===== config.mk =====
export PLATFORM = sky130hd
export DESIGN_NAME = red_pitaya_iq_avg_block
export DESIGN_NICKNAME = d
export VERILOG_FILES = /design/src/rtl/red_pitaya_iq_avg_block.sv
export SDC_FILE = /design/constraint.sdc
export NUM_CORES = 2
export LEC_CHECK = 0
export ABC_AREA = 1
export BUFFER_PORTS_ARGS = -buffer_cell sky130_fd_sc_hd__buf_2
export CORE_AREA = 2 2 496 498
export CTS_CLUSTER_DIAMETER = 60
export DETAILED_ROUTE_END_ITERATION = 6
export DIE_AREA = 0 0 498 500
export GPL_TIMING_DRIVEN = 0
export PLACE_DENSITY = 0.65
export SYNTH_ARGS = -nofsm -noshare
export SYNTH_HDL_FRONTEND = slang
export SYNTH_SLANG_ARGS = --single-unit

===== constraint.sdc =====
create_clock -name clk_i -period 21.8 [get_ports clk_i]
set_input_delay 0 -clock clk_i [delete_from_list [all_inputs] [get_ports clk_i]]
set_output_delay 0 -clock clk_i [all_outputs]
set_load 0.03 [all_outputs]

===== src/rtl/red_pitaya_iq_avg_block.sv =====
// Multi-channel sweep-point averager (settle, sum, store) feeding a FWFT result FIFO.
// Define IQ_AVG_SATURATE_EN to clamp accumulators instead of wrapping.
module red_pitaya_iq_avg_block #(
  parameter int CHANNELS   = 2,
  parameter int INBITS     = 24,
  parameter int SUMBITS    = 62,
  parameter int CNTBITS    = 32,
  parameter int DEPTH_LOG2 = 4
) (
  input  logic                         clk_i,
  input  logic                         rst_i,
  input  logic                         trig_i,
  input  logic                         clr_i,
  input  logic [CHANNELS*INBITS-1:0]   dat_i,
  input  logic [CNTBITS-1:0]           averages_i,
  input  logic [CNTBITS-1:0]           sleep_i,
  output logic                         busy_o,
  output logic                         done_o,
  input  logic                         rd_i,
  output logic [CHANNELS*SUMBITS-1:0]  rd_data_o,
  output logic                         empty_o,
  output logic                         full_o,
  output logic [DEPTH_LOG2:0]          count_o,
  output logic                         overflow_o
);
  // States: IDLE wait for trig | SLEEP settling | ACC summing samples | STORE push result
  typedef enum logic [1:0] {IDLE, SLEEP, ACC, STORE} state_t;

  localparam int DEPTH = 1 << DEPTH_LOG2;
  localparam logic [DEPTH_LOG2:0] FULL_CNT = (DEPTH_LOG2+1)'(DEPTH);

  state_t state_q, state_d;
  logic [CNTBITS-1:0] sleep_cnt_q, sleep_cnt_d, avg_cnt_q, avg_cnt_d;
  logic [CHANNELS-1:0][SUMBITS-1:0] sum_q, sum_d, ext_w, acc_w;
  logic push_w;

  logic [CHANNELS*SUMBITS-1:0] mem_q [DEPTH];
  logic [DEPTH_LOG2-1:0] wr_ptr_q, wr_ptr_d, rd_ptr_q, rd_ptr_d;
  logic [DEPTH_LOG2:0]   count_q, count_d;
  logic ovf_q, ovf_d, do_push, do_pop;

  always_comb begin
    for (int ch = 0; ch < CHANNELS; ch++)
      ext_w[ch] = {{(SUMBITS-INBITS){dat_i[ch*INBITS+INBITS-1]}}, dat_i[ch*INBITS +: INBITS]};
  end

`ifdef IQ_AVG_SATURATE_EN
  localparam logic [SUMBITS-1:0] SUM_MAX = {1'b0, {(SUMBITS-1){1'b1}}};
  localparam logic [SUMBITS-1:0] SUM_MIN = {1'b1, {(SUMBITS-1){1'b0}}};
  logic [CHANNELS-1:0] sat_q, sat_d;
  logic [CHANNELS-1:0][SUMBITS:0] wide_w;

  always_comb begin
    sat_d = sat_q;
    for (int ch = 0; ch < CHANNELS; ch++) begin
      wide_w[ch] = {sum_q[ch][SUMBITS-1], sum_q[ch]} + {ext_w[ch][SUMBITS-1], ext_w[ch]};
      acc_w[ch]  = wide_w[ch][SUMBITS-1:0];
      // once clamped, a channel holds its rail until the next trigger
      if (sat_q[ch]) begin
        acc_w[ch] = sum_q[ch];
      end else if (wide_w[ch][SUMBITS] != wide_w[ch][SUMBITS-1]) begin
        acc_w[ch] = wide_w[ch][SUMBITS] ? SUM_MIN : SUM_MAX;
        if (state_q == ACC) sat_d[ch] = 1'b1;
      end
    end
    if (trig_i) sat_d = '0;
  end

  always_ff @(posedge clk_i or posedge rst_i) begin
    if (rst_i) sat_q <= '0;
    else       sat_q <= sat_d;
  end
`else
  always_comb begin
    for (int ch = 0; ch < CHANNELS; ch++)
      acc_w[ch] = sum_q[ch] + ext_w[ch];
  end
`endif

  always_comb begin
    state_d     = state_q;
    sleep_cnt_d = sleep_cnt_q;
    avg_cnt_d   = avg_cnt_q;
    sum_d       = sum_q;
    push_w      = 1'b0;
    case (state_q)
      SLEEP: begin
        sleep_cnt_d = sleep_cnt_q - 1'b1;
        if (sleep_cnt_q == CNTBITS'(1)) state_d = (avg_cnt_q == '0) ? STORE : ACC;
      end
      ACC: begin
        sum_d     = acc_w;
        avg_cnt_d = avg_cnt_q - 1'b1;
        if (avg_cnt_q == CNTBITS'(1)) state_d = STORE;
      end
      STORE: begin
        push_w  = 1'b1;
        state_d = IDLE;
      end
      default: ;
    endcase
    // a trigger restarts the point from any state; a pending STORE still pushes
    if (trig_i) begin
      sleep_cnt_d = sleep_i;
      avg_cnt_d   = averages_i;
      sum_d       = '0;
      if (sleep_i != '0)         state_d = SLEEP;
      else if (averages_i != '0) state_d = ACC;
      else                       state_d = STORE;
    end
  end

  always_comb begin
    do_pop   = rd_i && (count_q != '0);
    do_push  = push_w && ((count_q != FULL_CNT) || rd_i);
    count_d  = count_q + (DEPTH_LOG2+1)'(do_push) - (DEPTH_LOG2+1)'(do_pop);
    wr_ptr_d = wr_ptr_q + DEPTH_LOG2'(do_push);
    rd_ptr_d = rd_ptr_q + DEPTH_LOG2'(do_pop);
    ovf_d    = ovf_q | (push_w && !do_push);
    if (clr_i) begin
      count_d  = '0;
      wr_ptr_d = '0;
      rd_ptr_d = '0;
      ovf_d    = 1'b0;
    end
  end

  always_ff @(posedge clk_i or posedge rst_i) begin
    if (rst_i) begin
      state_q     <= IDLE;
      sleep_cnt_q <= '0;
      avg_cnt_q   <= '0;
      sum_q       <= '0;
      wr_ptr_q    <= '0;
      rd_ptr_q    <= '0;
      count_q     <= '0;
      ovf_q       <= 1'b0;
    end else begin
      state_q     <= state_d;
      sleep_cnt_q <= sleep_cnt_d;
      avg_cnt_q   <= avg_cnt_d;
      sum_q       <= sum_d;
      wr_ptr_q    <= wr_ptr_d;
      rd_ptr_q    <= rd_ptr_d;
      count_q     <= count_d;
      ovf_q       <= ovf_d;
    end
  end

  always_ff @(posedge clk_i) begin
    if (do_push && !clr_i) mem_q[wr_ptr_q] <= sum_q;
  end

  assign busy_o     = (state_q != IDLE);
  assign done_o     = (state_q == STORE);
  assign empty_o    = (count_q == '0);
  assign full_o     = (count_q == FULL_CNT);
  assign count_o    = count_q;
  assign overflow_o = ovf_q;
  assign rd_data_o  = (count_q == '0) ? '0 : mem_q[rd_ptr_q];

endmodule

Word-level counts from Yosys, hierarchy flattened:

Memory sizes are Yosys's and may differ from the RTL's.
Index checks and enable logic that the tools add are counted.

* logic and storage cells: 66
* register bits after elaboration: 204
* output and inout bits: 134
* input bits: 117
* memories kept: 1
* memory bits (writable): 1984

* eq/ne operators: 9
* mux-type cells: 21
* reductions and logical operators: 17
* bitwise operators: 1
* add/sub/neg operators: 8

Memory list
* mem_q: depth 16, width 124, rd ports 1, clocked after Yosys merged registers in 0, wr ports 1, line 37 `logic [CHANNELS*SUMBITS-1:0] mem_q [DEPTH];`

Operators with widths (count)
* 124-bit two-way mux: 3
* 32-bit two-way mux: 4
* 62-bit adder: 2
* 32-bit by 1-bit equality test with 1-bit output, second input constant: 2
* 32-bit nonzero test: 2
* 32-bit by 1-bit subtractor with 32-bit output, second input constant: 2
* 32-bit logical NOT: 1
* 4-bit by 1-bit adder with 4-bit output: 2
* 2-bit two-way mux: 4
* 4-bit two-way mux: 2
* 1-bit two-way mux: 6
* 3-bit != test, second input constant: 2
* 2-bit one-hot mux with 3 select lines: 1
* 2-bit nonzero test: 3
* 5-bit by 1-bit adder with 5-bit output: 1
* 5-bit equality test, second input constant: 1
* 5-bit logical NOT: 1
* 5-bit two-way mux: 1
* 5-bit != test, second input constant: 1
* 5-bit nonzero test: 1
* 5-bit by 1-bit subtractor with 5-bit output: 1
* 2-bit equality test, second input constant: 2
* 1-bit logical AND: 4
* 4-bit nonzero test: 1
* 5 further kinds: 6

Logic depth before layout (Yosys ltp):

* depth in word-level cells: 7
* depth in mapped cells: 16
* depth with buffers taken out: 16

Worst setup path after synthesis:

No wires, ideal clock.

* kind: reg-to-reg
* start point: reg count_q[2], in the netlist count_o[2]
* end point: mem mem_q[0][0] (netlist name) (enable)
* slack: 14.593 ns
* library setup time: 0.609 ns
* required time: 21.191 ns
* buffers on the path: 0
* data arrival time: 6.598 ns
* clock period less this slack: 7.207 ns
* stages on the path, launching flop included: 10
* path through: dfrtp_1 -> inv_1 -> ha_1 -> nand2_1 -> nor3_1 -> inv_1 -> nand2_1 -> nor2_1 -> nand3_1 -> nor2_1

* cells in the longest elaborated chain, start to end: 6

Ends and longest elaborated chain
* start: declaration: line 39 `logic [DEPTH_LOG2:0] count_q, count_d;`
* start signal: assignment: line 145 `count_q <= count_d;`
* 5-bit != test: line 115 `do_push = push_w && ((count_q != FULL_CNT) || rd_i);`
* 1-bit logical OR: line 115
* 1-bit logical AND: line 115
* 1-bit logical AND: line 151 `if (do_push && !clr_i) mem_q[wr_ptr_q] <= sum_q;`
* 1-bit two-way mux: line 151
* 1-bit two-way mux (implied by the code): line 151
* end: declaration: line 37

No other way between the ends.

Worst setup path in the final report:

* start point: reg rd_ptr_q[3]
* end point: out rd_data_o[38]

* cells in the longest elaborated chain, start to end: 2

Ends and longest elaborated chain
* start: declaration: line 38 `logic [DEPTH_LOG2-1:0] wr_ptr_q, wr_ptr_d, rd_ptr_q, rd_ptr_d;`
* start signal: assignment: line 144 `rd_ptr_q <= rd_ptr_d;`
* memory read 16 x 124 bit
* 124-bit two-way mux: line 160 `assign rd_data_o = (count_q == '0) ? '0 : mem_q[rd_ptr_q];`
* end: declaration: line 20 `output logic [CHANNELS*SUMBITS-1:0] rd_data_o,`

No other way between the ends.

==> impl_metrics.tcl <==
set metrics [dict create \
    clk_latency_ns 0.90 \
    dp_hpwl_um 259000 \
    synth_commonest_cells "edfxtp_1, nand2_1, nor2_1, o21ai_0, inv_1" \
    syn_area_per_cell_um2 10.9 \
    status "complete, but fails checks" \
    ys.flop_type "edfxtp_1" \
    grt_pass1_vias 72200 \
    gp_congestion 0.981 \
    worstPathMaxFanout 10 \
    cts_tree "built" \
    hold_viol 0 \
    critical_path.cell_chain "clkbuf_1 -> buf_2 -> clkbuf_1 -> o211ai_1 -> a21oi_1 -> buf_2" \
    syn-cell-area_um2 96900 \
    cts.clk_slew.worst_paths_ns 0.07 \
    rows 182 \
    startpoint_type "flop" \
    utilization_pct 46.5 \
    vias 76800 \
    violations "capacitance limit, slew limit" \
    skew_ns 0.0496 \
    min_path_cells 5 \
    post_drt_wl_per_cell_um 28.0 \
    area_growth_pct 17.2 \
    drc 0 \
    ys_types 41 \
    drtIter0Drc 11300 \
    tightest_slew_ns 1.64 \
    crit_slowest_cell "clkbuf_1" \
    ys_seq_area_share_pct 66.7 \
    synth_area_leaders "edfxtp_1, nand2_1, nor2_1" \
    grt_usage_pct 28.5 \
    drive_gt1_share_pct 8.52 \
    ys_async_sr_fraction_pct 9.32 \
    synth_top_cell_by_area "edfxtp_1" \
    path_class "reg2out" \
    r2r_cells 9 \
    setup_tns_ns 0 \
    htree_num_levels 4 \
    fp.dieH_um 500 \
    synth-edff-count 1984 \
    cts_sinks 2188 \
    start_util_pct 39.7 \
    cp.required_ns 21.80 \
    yosysTopAreaCellShare_pct 61.5 \
    dpl.cell_count 12500 \
    fillCellCount 22100 \
    die_area_um2 249000 \
    relSlewSlack_pct -9.17 \
    irDropWorstVdd_mv 0.0954 \
    arrival_ns 5.20 \
    critPathMaxStageDelay_ns 1.09 \
    fin_crit_sh_pct 23.9 \
    cts.path.max_buffers 3 \
    numCtsBuffers 217 \
    ctsHoldBuffers 191 \
    grt_max_degree 115 \
    endpoint_kind "output pin" \
    powerDensity_nw_per_um2 125 \
    holdCritPathClass "in2reg" \
    fp.coreArea_um2 244000 \
    dr.pass1.iters 7 \
    fmax_mhz 192 \
    place_ws_ns 17.70 \
    die_w_um 498 \
    wirelength_um 366000 \
    grt_setup_unrepaired "no" \
    grt_pass1_wl_um 513000 \
    root_buffer "clkbuf_16" \
    cap_violations 2 \
    yosysMostFrequentCell "edfxtp_1" \
    antenna_left 0 \
    setup_viol 0 \
    ys_ff_latch 2188 \
    post_cts_resized 0 \
    p_leak_nw 42.1 \
    finalMaxSlewViolations 20 \
    overflow 0 \
    post_cts_buffers 0 \
    synthesis.nets 9145 \
    yosysWarnings 0 \
    setup_slack_ns 16.60 \
    io_pins 251 \
    syn_inst 8884 \
    min_period_ns 5.20 \
    vias_per_cell 5.87 \
    num-nets-final 9909 \
    antenna_found_initial 25 \
    io_buffers 249 \
    final_cells 13100 \
]
==> final cells by class <==
| class | instances | area, um2 | area share (%) |
|---|---|---|---|
| flip-flops and latches | 2188 | 64700 | 56.9 |
| multi-input cells | 5527 | 27700 | 24.4 |
| clock buffers | 274 | 5740 | 5.06 |
| repair buffers | 545 | 5400 | 4.76 |
| well taps | 3220 | 4030 | 3.55 |
| inverters | 698 | 2630 | 2.31 |
| plain buffers | 471 | 2040 | 1.79 |
| clock inverters | 132 | 1270 | 1.12 |
| diodes | 26 | 65.1 | 0.0573 |
==> final timing paths <==
kind	from	slack, ns	to
hold / removal	dat_i[23]	0.06	sum_q[61]
setup reg to reg	state_q[1]	17.74	mem_q[8][70]
min in group asynchronous	rst_i	0.47	sum_q[48]
max in group asynchronous	rst_i	20.19	sum_q[98]
hold reg to reg	sleep_cnt_q[1]	0.51	sleep_cnt_q[1]
setup / recovery	rd_ptr_q[3]	16.60	rd_data_o[38]
==> power by group <==
| group | internal, mW | switching [mW] |
|---|---|---|
| logic | 1.15 | 3.45 |
| clock network | 2.04 | 1.69 |
| registers | 5.19 | 0.642 |
| total | 8.37 | 5.78 |
==> layout by cell type, fill, tap and decap left out, types with 9 or more instances in the layout <==
cell,n
edfxtp_1,1984
nand2_1,1515
nor2_1,1352
o21ai_0,923
inv_1,691
clkbuf_1,365
o221ai_1,353
buf_2,344
nand3_1,266
a21oi_1,242
clkbuf_16,217
dfrtp_1,204
dlygate4sd3_1,191
o211ai_1,176
o22ai_1,163
o21ai_1,160
ha_1,141
buf_12,81
xor2_1,47
clkinv_1,41
clkinv_2,37
nand4_1,35
diode_2,26
a22oi_1,25
nor3_1,23
nor4_1,23
buf_16,21
xnor2_1,19
buf_1,18
buf_4,18
nor2_4,17
clkbuf_2,13
bufinv_16,13
o21bai_1,12
o31ai_1,12
clkinvlp_4,12
clkbuf_8,10
buf_6,9
==> logic make-up after synthesis <==
| group | count (synthesis) | share of synthesized area, % |
|---|---|---|
| XOR/XNOR | 66 | 0.596 |
| AO/OA/AOI/OAI | 2074 | 12.9 |
| flip-flops | 2188 | 66.7 |
| buffers and inverters | 1169 | 4.79 |
| AND/OR/NAND/NOR | 3243 | 13.1 |
| adder cells (fa/ha/maj) | 144 | 1.88 |
==> per-stage QoR <==
step	hold slack, ns	total power, mW	area (um2)
global route	0.0634	14.6	114000
CTS	0.0112	14.0	114000
global placement	0.248	10.2	102000
detailed placement	0.252	10.3	105000
floorplan	0.0664	8.16	96900
finish	0.0565	14.2	114000
==> metal layers <==
layer / GRT usage [%] / vias to the layer above / part of all wire, %
li1: - / 33200 / -
met1: 38.8 / 37500 / 39
met2: 42.7 / 5218 / 43
met3: 7.09 / 814 / 13
met4: 13.4 / 12 / 5.4
met5: 0 / - / 0.023
==> worst max-delay path: cells and delay by family (launching register included) <==
kind / cells / cell delay (ns)
AOI/OAI and AO/OA: 2 / 1.07
buffers and inverters: 4 / 2.90
DFF: 1 / 0.32
==> flip-flops by register name, summed over array words and instances (netlist names) <==
name         cells
sleep_cnt_q     32
overflow_o       1
sum_q          124
wr_ptr_q         4
avg_cnt_q       32
rd_ptr_q         4
count_o          5
mem_q         1984
state_q          2
Power figures use the tool's default switching activity.
